<file path="src/rtl/pdm_rx_frontend.sv">
// Multi-line PDM microphone front-end: divided pdm_clk_o, dual-edge capture, per-channel bit serialiser.
// Optional build macro PDM_RX_TESTPAT_EN adds cfg_tpat_i to replace captured data by a fixed 1/0 pattern.
module pdm_rx_frontend #(
  parameter int NUM_LINES = 2,
  parameter int DIV_W = 8,
  localparam int NUM_CH = 2 * NUM_LINES,
  localparam int CH_W = (NUM_CH > 1) ? $clog2(NUM_CH) : 1
) (
  input  logic                 clk_i,
  input  logic                 rst_i,
  input  logic                 cfg_en_i,
  input  logic [DIV_W-1:0]     cfg_clkdiv_i,
  input  logic                 cfg_ddr_i,
  input  logic [NUM_CH-1:0]    cfg_ch_mask_i,
  input  logic                 cfg_clr_ovr_i,
`ifdef PDM_RX_TESTPAT_EN
  input  logic                 cfg_tpat_i,
`endif
  output logic                 pdm_clk_o,
  input  logic [NUM_LINES-1:0] pdm_data_i,
  output logic                 bit_data_o,
  output logic [CH_W-1:0]      bit_ch_o,
  output logic                 bit_last_o,
  output logic                 bit_valid_o,
  input  logic                 bit_ready_i,
  output logic                 overrun_o
);

  typedef enum logic {IDLE, SCAN} state_t;

  logic [DIV_W-1:0]     cnt_reg;
  logic                 pdm_clk_reg;
  logic                 toggle, rise_tgl, fall_tgl;
  logic [NUM_LINES-1:0] cap_even, cap_odd, even_reg;
  logic [NUM_CH-1:0]    frame, even_sel, offer_en;
  logic                 offer;

  state_t               state_reg, state_next;
  logic [NUM_CH-1:0]    pend_reg, pend_next, pend_after, shadow_reg, shadow_next, ch_onehot;
  logic                 ovr_set, ovr_reg, xfer;

  logic                 valid_reg, valid_next, data_reg, data_next, last_reg, last_next;
  logic [CH_W-1:0]      ch_reg, ch_next;

  // Divider: the >= compare lets a lowered divisor take effect without wrapping the counter.
  assign toggle   = cfg_en_i && (cnt_reg >= cfg_clkdiv_i);
  assign rise_tgl = toggle && !pdm_clk_reg;
  assign fall_tgl = toggle && pdm_clk_reg;

  always_ff @(posedge clk_i) begin
    if (rst_i || !cfg_en_i) begin
      cnt_reg     <= '0;
      pdm_clk_reg <= 1'b0;
    end else if (toggle) begin
      cnt_reg     <= '0;
      pdm_clk_reg <= ~pdm_clk_reg;
    end else begin
      cnt_reg     <= cnt_reg + 1'b1;
    end
  end

`ifdef PDM_RX_TESTPAT_EN
  assign cap_even = cfg_tpat_i ? '1 : pdm_data_i;
  assign cap_odd  = cfg_tpat_i ? '0 : pdm_data_i;
`else
  assign cap_even = pdm_data_i;
  assign cap_odd  = pdm_data_i;
`endif

  always_ff @(posedge clk_i) begin
    if (rst_i)         even_reg <= '0;
    else if (rise_tgl) even_reg <= cap_even;
  end

  // Odd channels are taken live on the fall-toggle cycle, which also closes the frame.
  for (genvar gi = 0; gi < NUM_LINES; gi++) begin : g_line
    assign frame[2*gi]      = even_reg[gi];
    assign frame[2*gi+1]    = cfg_ddr_i & cap_odd[gi];
    assign even_sel[2*gi]   = 1'b1;
    assign even_sel[2*gi+1] = cfg_ddr_i;
  end

  assign offer_en   = cfg_ch_mask_i & even_sel;
  assign offer      = fall_tgl && (offer_en != '0);
  assign xfer       = valid_reg && bit_ready_i;
  assign ch_onehot  = NUM_CH'(1) << ch_reg;
  assign pend_after = xfer ? (pend_reg & ~ch_onehot) : pend_reg;

  always_ff @(posedge clk_i) begin
    if (rst_i || !cfg_en_i) begin
      state_reg <= IDLE;
      pend_reg  <= '0;
    end else begin
      state_reg <= state_next;
      pend_reg  <= pend_next;
    end
  end

  always_ff @(posedge clk_i) begin
    if (rst_i)         shadow_reg <= '0;
    else if (cfg_en_i) shadow_reg <= shadow_next;
  end

  always_comb begin
    state_next  = state_reg;
    pend_next   = pend_reg;
    shadow_next = shadow_reg;
    ovr_set     = 1'b0;
    case (state_reg)
      IDLE: begin
        if (offer) begin
          state_next  = SCAN;
          pend_next   = offer_en;
          shadow_next = frame;
        end
      end
      SCAN: begin
        pend_next = pend_after;
        // A new frame may only take over in the very cycle the previous one drains.
        if (pend_after == '0) begin
          if (offer) begin
            pend_next   = offer_en;
            shadow_next = frame;
          end else begin
            state_next  = IDLE;
          end
        end else if (offer) begin
          ovr_set = 1'b1;
        end
      end
      default: state_next = IDLE;
    endcase
  end

  always_comb begin
    valid_next = (state_next == SCAN);
    ch_next    = '0;
    if (valid_next) begin
      for (int i = NUM_CH - 1; i >= 0; i--) begin
        if (pend_next[i]) ch_next = CH_W'(i);
      end
    end
    data_next = valid_next && shadow_next[ch_next];
    last_next = valid_next && ((pend_next & (pend_next - NUM_CH'(1))) == '0);
  end

  always_ff @(posedge clk_i) begin
    if (rst_i || !cfg_en_i) begin
      valid_reg <= 1'b0;
      data_reg  <= 1'b0;
      ch_reg    <= '0;
      last_reg  <= 1'b0;
    end else begin
      valid_reg <= valid_next;
      data_reg  <= data_next;
      ch_reg    <= ch_next;
      last_reg  <= last_next;
    end
  end

  always_ff @(posedge clk_i) begin
    if (rst_i)              ovr_reg <= 1'b0;
    else if (ovr_set)       ovr_reg <= 1'b1;
    else if (cfg_clr_ovr_i) ovr_reg <= 1'b0;
  end

  assign pdm_clk_o   = pdm_clk_reg;
  assign bit_valid_o = valid_reg;
  assign bit_data_o  = data_reg;
  assign bit_ch_o    = ch_reg;
  assign bit_last_o  = last_reg;
  assign overrun_o   = ovr_reg;

endmodule

</file>
<file path="config.mk">
export PLATFORM = sky130hd
export DESIGN_NAME = pdm_rx_frontend
export DESIGN_NICKNAME = d
export VERILOG_FILES = /design/src/rtl/pdm_rx_frontend.sv
export SDC_FILE = /design/constraint.sdc
export NUM_CORES = 1
export LEC_CHECK = 0
export BUFFER_PORTS_ARGS = -buffer_cell sky130_fd_sc_hd__buf_2
export CORE_ASPECT_RATIO = 0.7
export CORE_MARGIN = 8
export CORE_UTILIZATION = 50
export DETAILED_ROUTE_END_ITERATION = 7
export PLACE_DENSITY = 0.84
export SYNTH_ARGS = -nofsm -noshare
export SYNTH_HDL_FRONTEND = slang
export SYNTH_SLANG_ARGS = --single-unit
</file>
<file path="constraint.sdc">
create_clock -name clk_i -period 4.15 [get_ports clk_i]
set_input_delay 1.245 -clock clk_i [delete_from_list [all_inputs] [get_ports clk_i]]
set_output_delay 1.245 -clock clk_i [all_outputs]
set_load 0.05 [all_outputs]
</file>
==> results.sh <==
export IMPL_area_delta_synth_final_pct=14.93
export IMPL_ys_seq_area_share_pct=36.87
export IMPL_largest_register_ffs=8
export IMPL_synth_edff_count=0
export IMPL_dr_wl_met3_um=231
export IMPL_yosysWarnings=0
export IMPL_hold_slack_ns=0.4661
export IMPL_leakagePower_nw=0.7053
export IMPL_multi_input_area_sq_um=804.5
export IMPL_drv_cap=0
export IMPL_critical_path_max_stage_delay_ns=0.44
export IMPL_wl_met2_um=1506
export IMPL_via_count=1193
export IMPL_drc=0
export IMPL_n_fill_cell=220
export IMPL_fmax_ghz=0.2813
export IMPL_track_usage_pct=13.74
export IMPL_die_area_sq_um=4665
export IMPL_hpwl_um=2545
export IMPL_grt_max_degree=14
export IMPL_cts_made_buffers=3
export IMPL_htreeDepth=1
export IMPL_avgSynthCellArea_sq_um=8.702
export IMPL_wl_per_cell_um=14.59
export IMPL_diodes=0
export IMPL_antenna_found_initial=0
export IMPL_required_ns=4.32
export IMPL_finalPower_mw=0.4142
export IMPL_crit_start="cfg_clkdiv_i[0]"
export IMPL_synth_seq_cells=25
export IMPL_final_nets=214
export IMPL_rows=15
export IMPL_grt_first_pass_wirelength_um=5147
export IMPL_dr_first_iter_drc_count=72
export IMPL_synth_distinct_cells=37
export IMPL_async_reset_ff_share_pct=0
export IMPL_min_path_type="reg2reg"
export IMPL_start_util_pct=53.98
export IMPL_path_max_fanout=8
export IMPL_worstPathArrival_ns=3.72
export IMPL_drtPass1Iterations=4
export IMPL_min_from="shadow_reg[2]"
export IMPL_cts_tree="done"
export IMPL_clock_latency_ns=0.27
export IMPL_grt_ovfl_total=0
export IMPL_rr_startpoint="cnt_reg[0]"
export IMPL_syn_instance_count=156
export IMPL_p_per_area_nw_per_um2=265.5
export IMPL_worstSetupStartpointType="input pin"
export IMPL_postCtsHoldBufs=0
export IMPL_gp_congestion=0.8963
export IMPL_layout_cells_non_filler=218
export IMPL_final_cell_area_sq_um=1560
export IMPL_die_h_um=59.60
export IMPL_path_clk_slew_ns=0.08
export IMPL_placement_io_buffers=26
export IMPL_tns_ns=0
export IMPL_finalCriticalPeriod_ns=3.555
export IMPL_tightest_slew_ns=0.4613
export IMPL_syn_area_sq_um=1358
export IMPL_die_w_um=78.28
export IMPL_m1WireLength_um=1383
export IMPL_yosys_most_used_dff="dfxtp_1"
export IMPL_min_period_over_period_pct=85.65
export IMPL_grt_setup_unrepaired="no"
export IMPL_fin_skew_ns=0.003588
export IMPL_criticalPathCategory="in2reg"
export IMPL_routed_wl_um=3181
export IMPL_final_cell_mix="26 x buf_2, 25 x nor2_1, 25 x dfxtp_1, 12 x nand2_1"
export IMPL_clock_sinks=25
export IMPL_drive_above_1_share_pct=19.02
export IMPL_cts_repair_resized=0
export IMPL_core_area_sq_um=2515
export IMPL_synthDominantCellAreaShare_pct=36.87
export IMPL_slew_limit_headroom_pct=68.98
export IMPL_yosys_area_top_type="dfxtp_1"
export IMPL_place_area_sq_um=1515
export IMPL_endpoint_kind="flop"
export IMPL_io_pins=27
export IMPL_hold_viol=0
export IMPL_syn_nets=185
export IMPL_vdd_ir_drop_max_mv=0.2481
export IMPL_place_inst=214
export IMPL_yosys_top_cells_area="dfxtp_1 37%, ha_1 8.3%, nor2_1 6.9%"
export IMPL_layout_commonest_cell="buf_2"
export IMPL_report_final_slew_viol_count=0
export IMPL_seqCellArea_sq_um=500.5
export IMPL_post_cts_buffers=0
export IMPL_grt_pass1_vias=1113
export IMPL_run_status="finished, final reports clean"
export IMPL_vias_per_cell=5.472
export IMPL_finalSetupViolCount=0
export IMPL_top_layer="met4"
export IMPL_postRouteAntennaNets=0
export IMPL_slowest_stage="a2111o_1"
export IMPL_worstPathCellList="buf_2 > ha_1 > nand2b_1 > a2111o_1 > a31oi_4 > and3b_1 > a2bb2oi_4 > nand2b_4 > mux2i_1 > a311o_1 > a21o_1"
export IMPL_root_buffer="clkbuf_8"
export IMPL_clockBufferDepth=2
==> cell families after synthesis <==
kind of cell / Yosys count / synth area share (%)
buffers and inverters: 12 / 3.871
AND/OR/NAND/NOR: 68 / 26.08
adder cells (fa/ha/maj): 10 / 9.032
flip-flops: 25 / 36.87
AO/OA/AOI/OAI: 30 / 16.68
multiplexers: 4 / 2.949
XOR/XNOR: 7 / 4.516
==> stage by stage <==
step,utilization (%),setup WS [ns]
detailed placement,60.25,0.3156
floorplan,-,0.6083
global placement,60.25,0.4401
global route,62.04,0.4888
CTS,62.04,0.6080
finish,62.04,0.5953
==> synthesized netlist by cell type (2+ instances only) <==
master     n
o21ai_0    9
and3_1     5
nand2_1   12
nand2b_1   7
mux2i_1    4
a21oi_1   10
ha_1       9
nor4bb_1   2
dfxtp_1   25
nor2_1    25
nor3_1     2
inv_1     10
xor2_1     6
nand3_1    7
==> report_power, final <==
group / internal [mW] / switching, mW / total (mW)
combinational: 0.0133 / 0.0163 / 0.0296
clock: 0.0687 / 0.0739 / 0.143
sequential: 0.241 / 0.00138 / 0.242
total: 0.323 / 0.0916 / 0.414
==> worst paths after layout <==
| path | endpoint | slack (ns) | cells past startpoint |
|---|---|---|---|
| worst max-delay path | bit_data_o | 0.60 | 11 |
| worst min-delay path | shadow_reg[2] | 0.47 | 2 |
| worst max register to register | bit_data_o | 1.19 | 11 |
| worst min register to register | shadow_reg[2] | 0.47 | 2 |
==> cell type report <==
type	count	area share, %
multi-input cells	119	51.56
clock buffers	4	2.887
flip-flops and latches	25	32.08
inverters	10	2.406
repair buffers	26	8.340
well taps	34	2.727
==> layer usage <==
layer | track usage (%) | vias up
met2 | 23.18 | 50
met1 | 16.26 | 531
met5 | 0 | -
met3 | 3.788 | 12
met4 | 5.249 | 0
li1 | - | 600
==> worst max-delay path: cells and delay by family <==
kind	cells	cell delay [ns]
AOI/OAI and AO/OA	5	1.41
and+or+nand+nor	3	0.57
adders and majority gates	1	0.27
muxes	1	0.12
buffers and inverters	1	0.10
No activity file was read; power rests on OpenSTA's default activity.
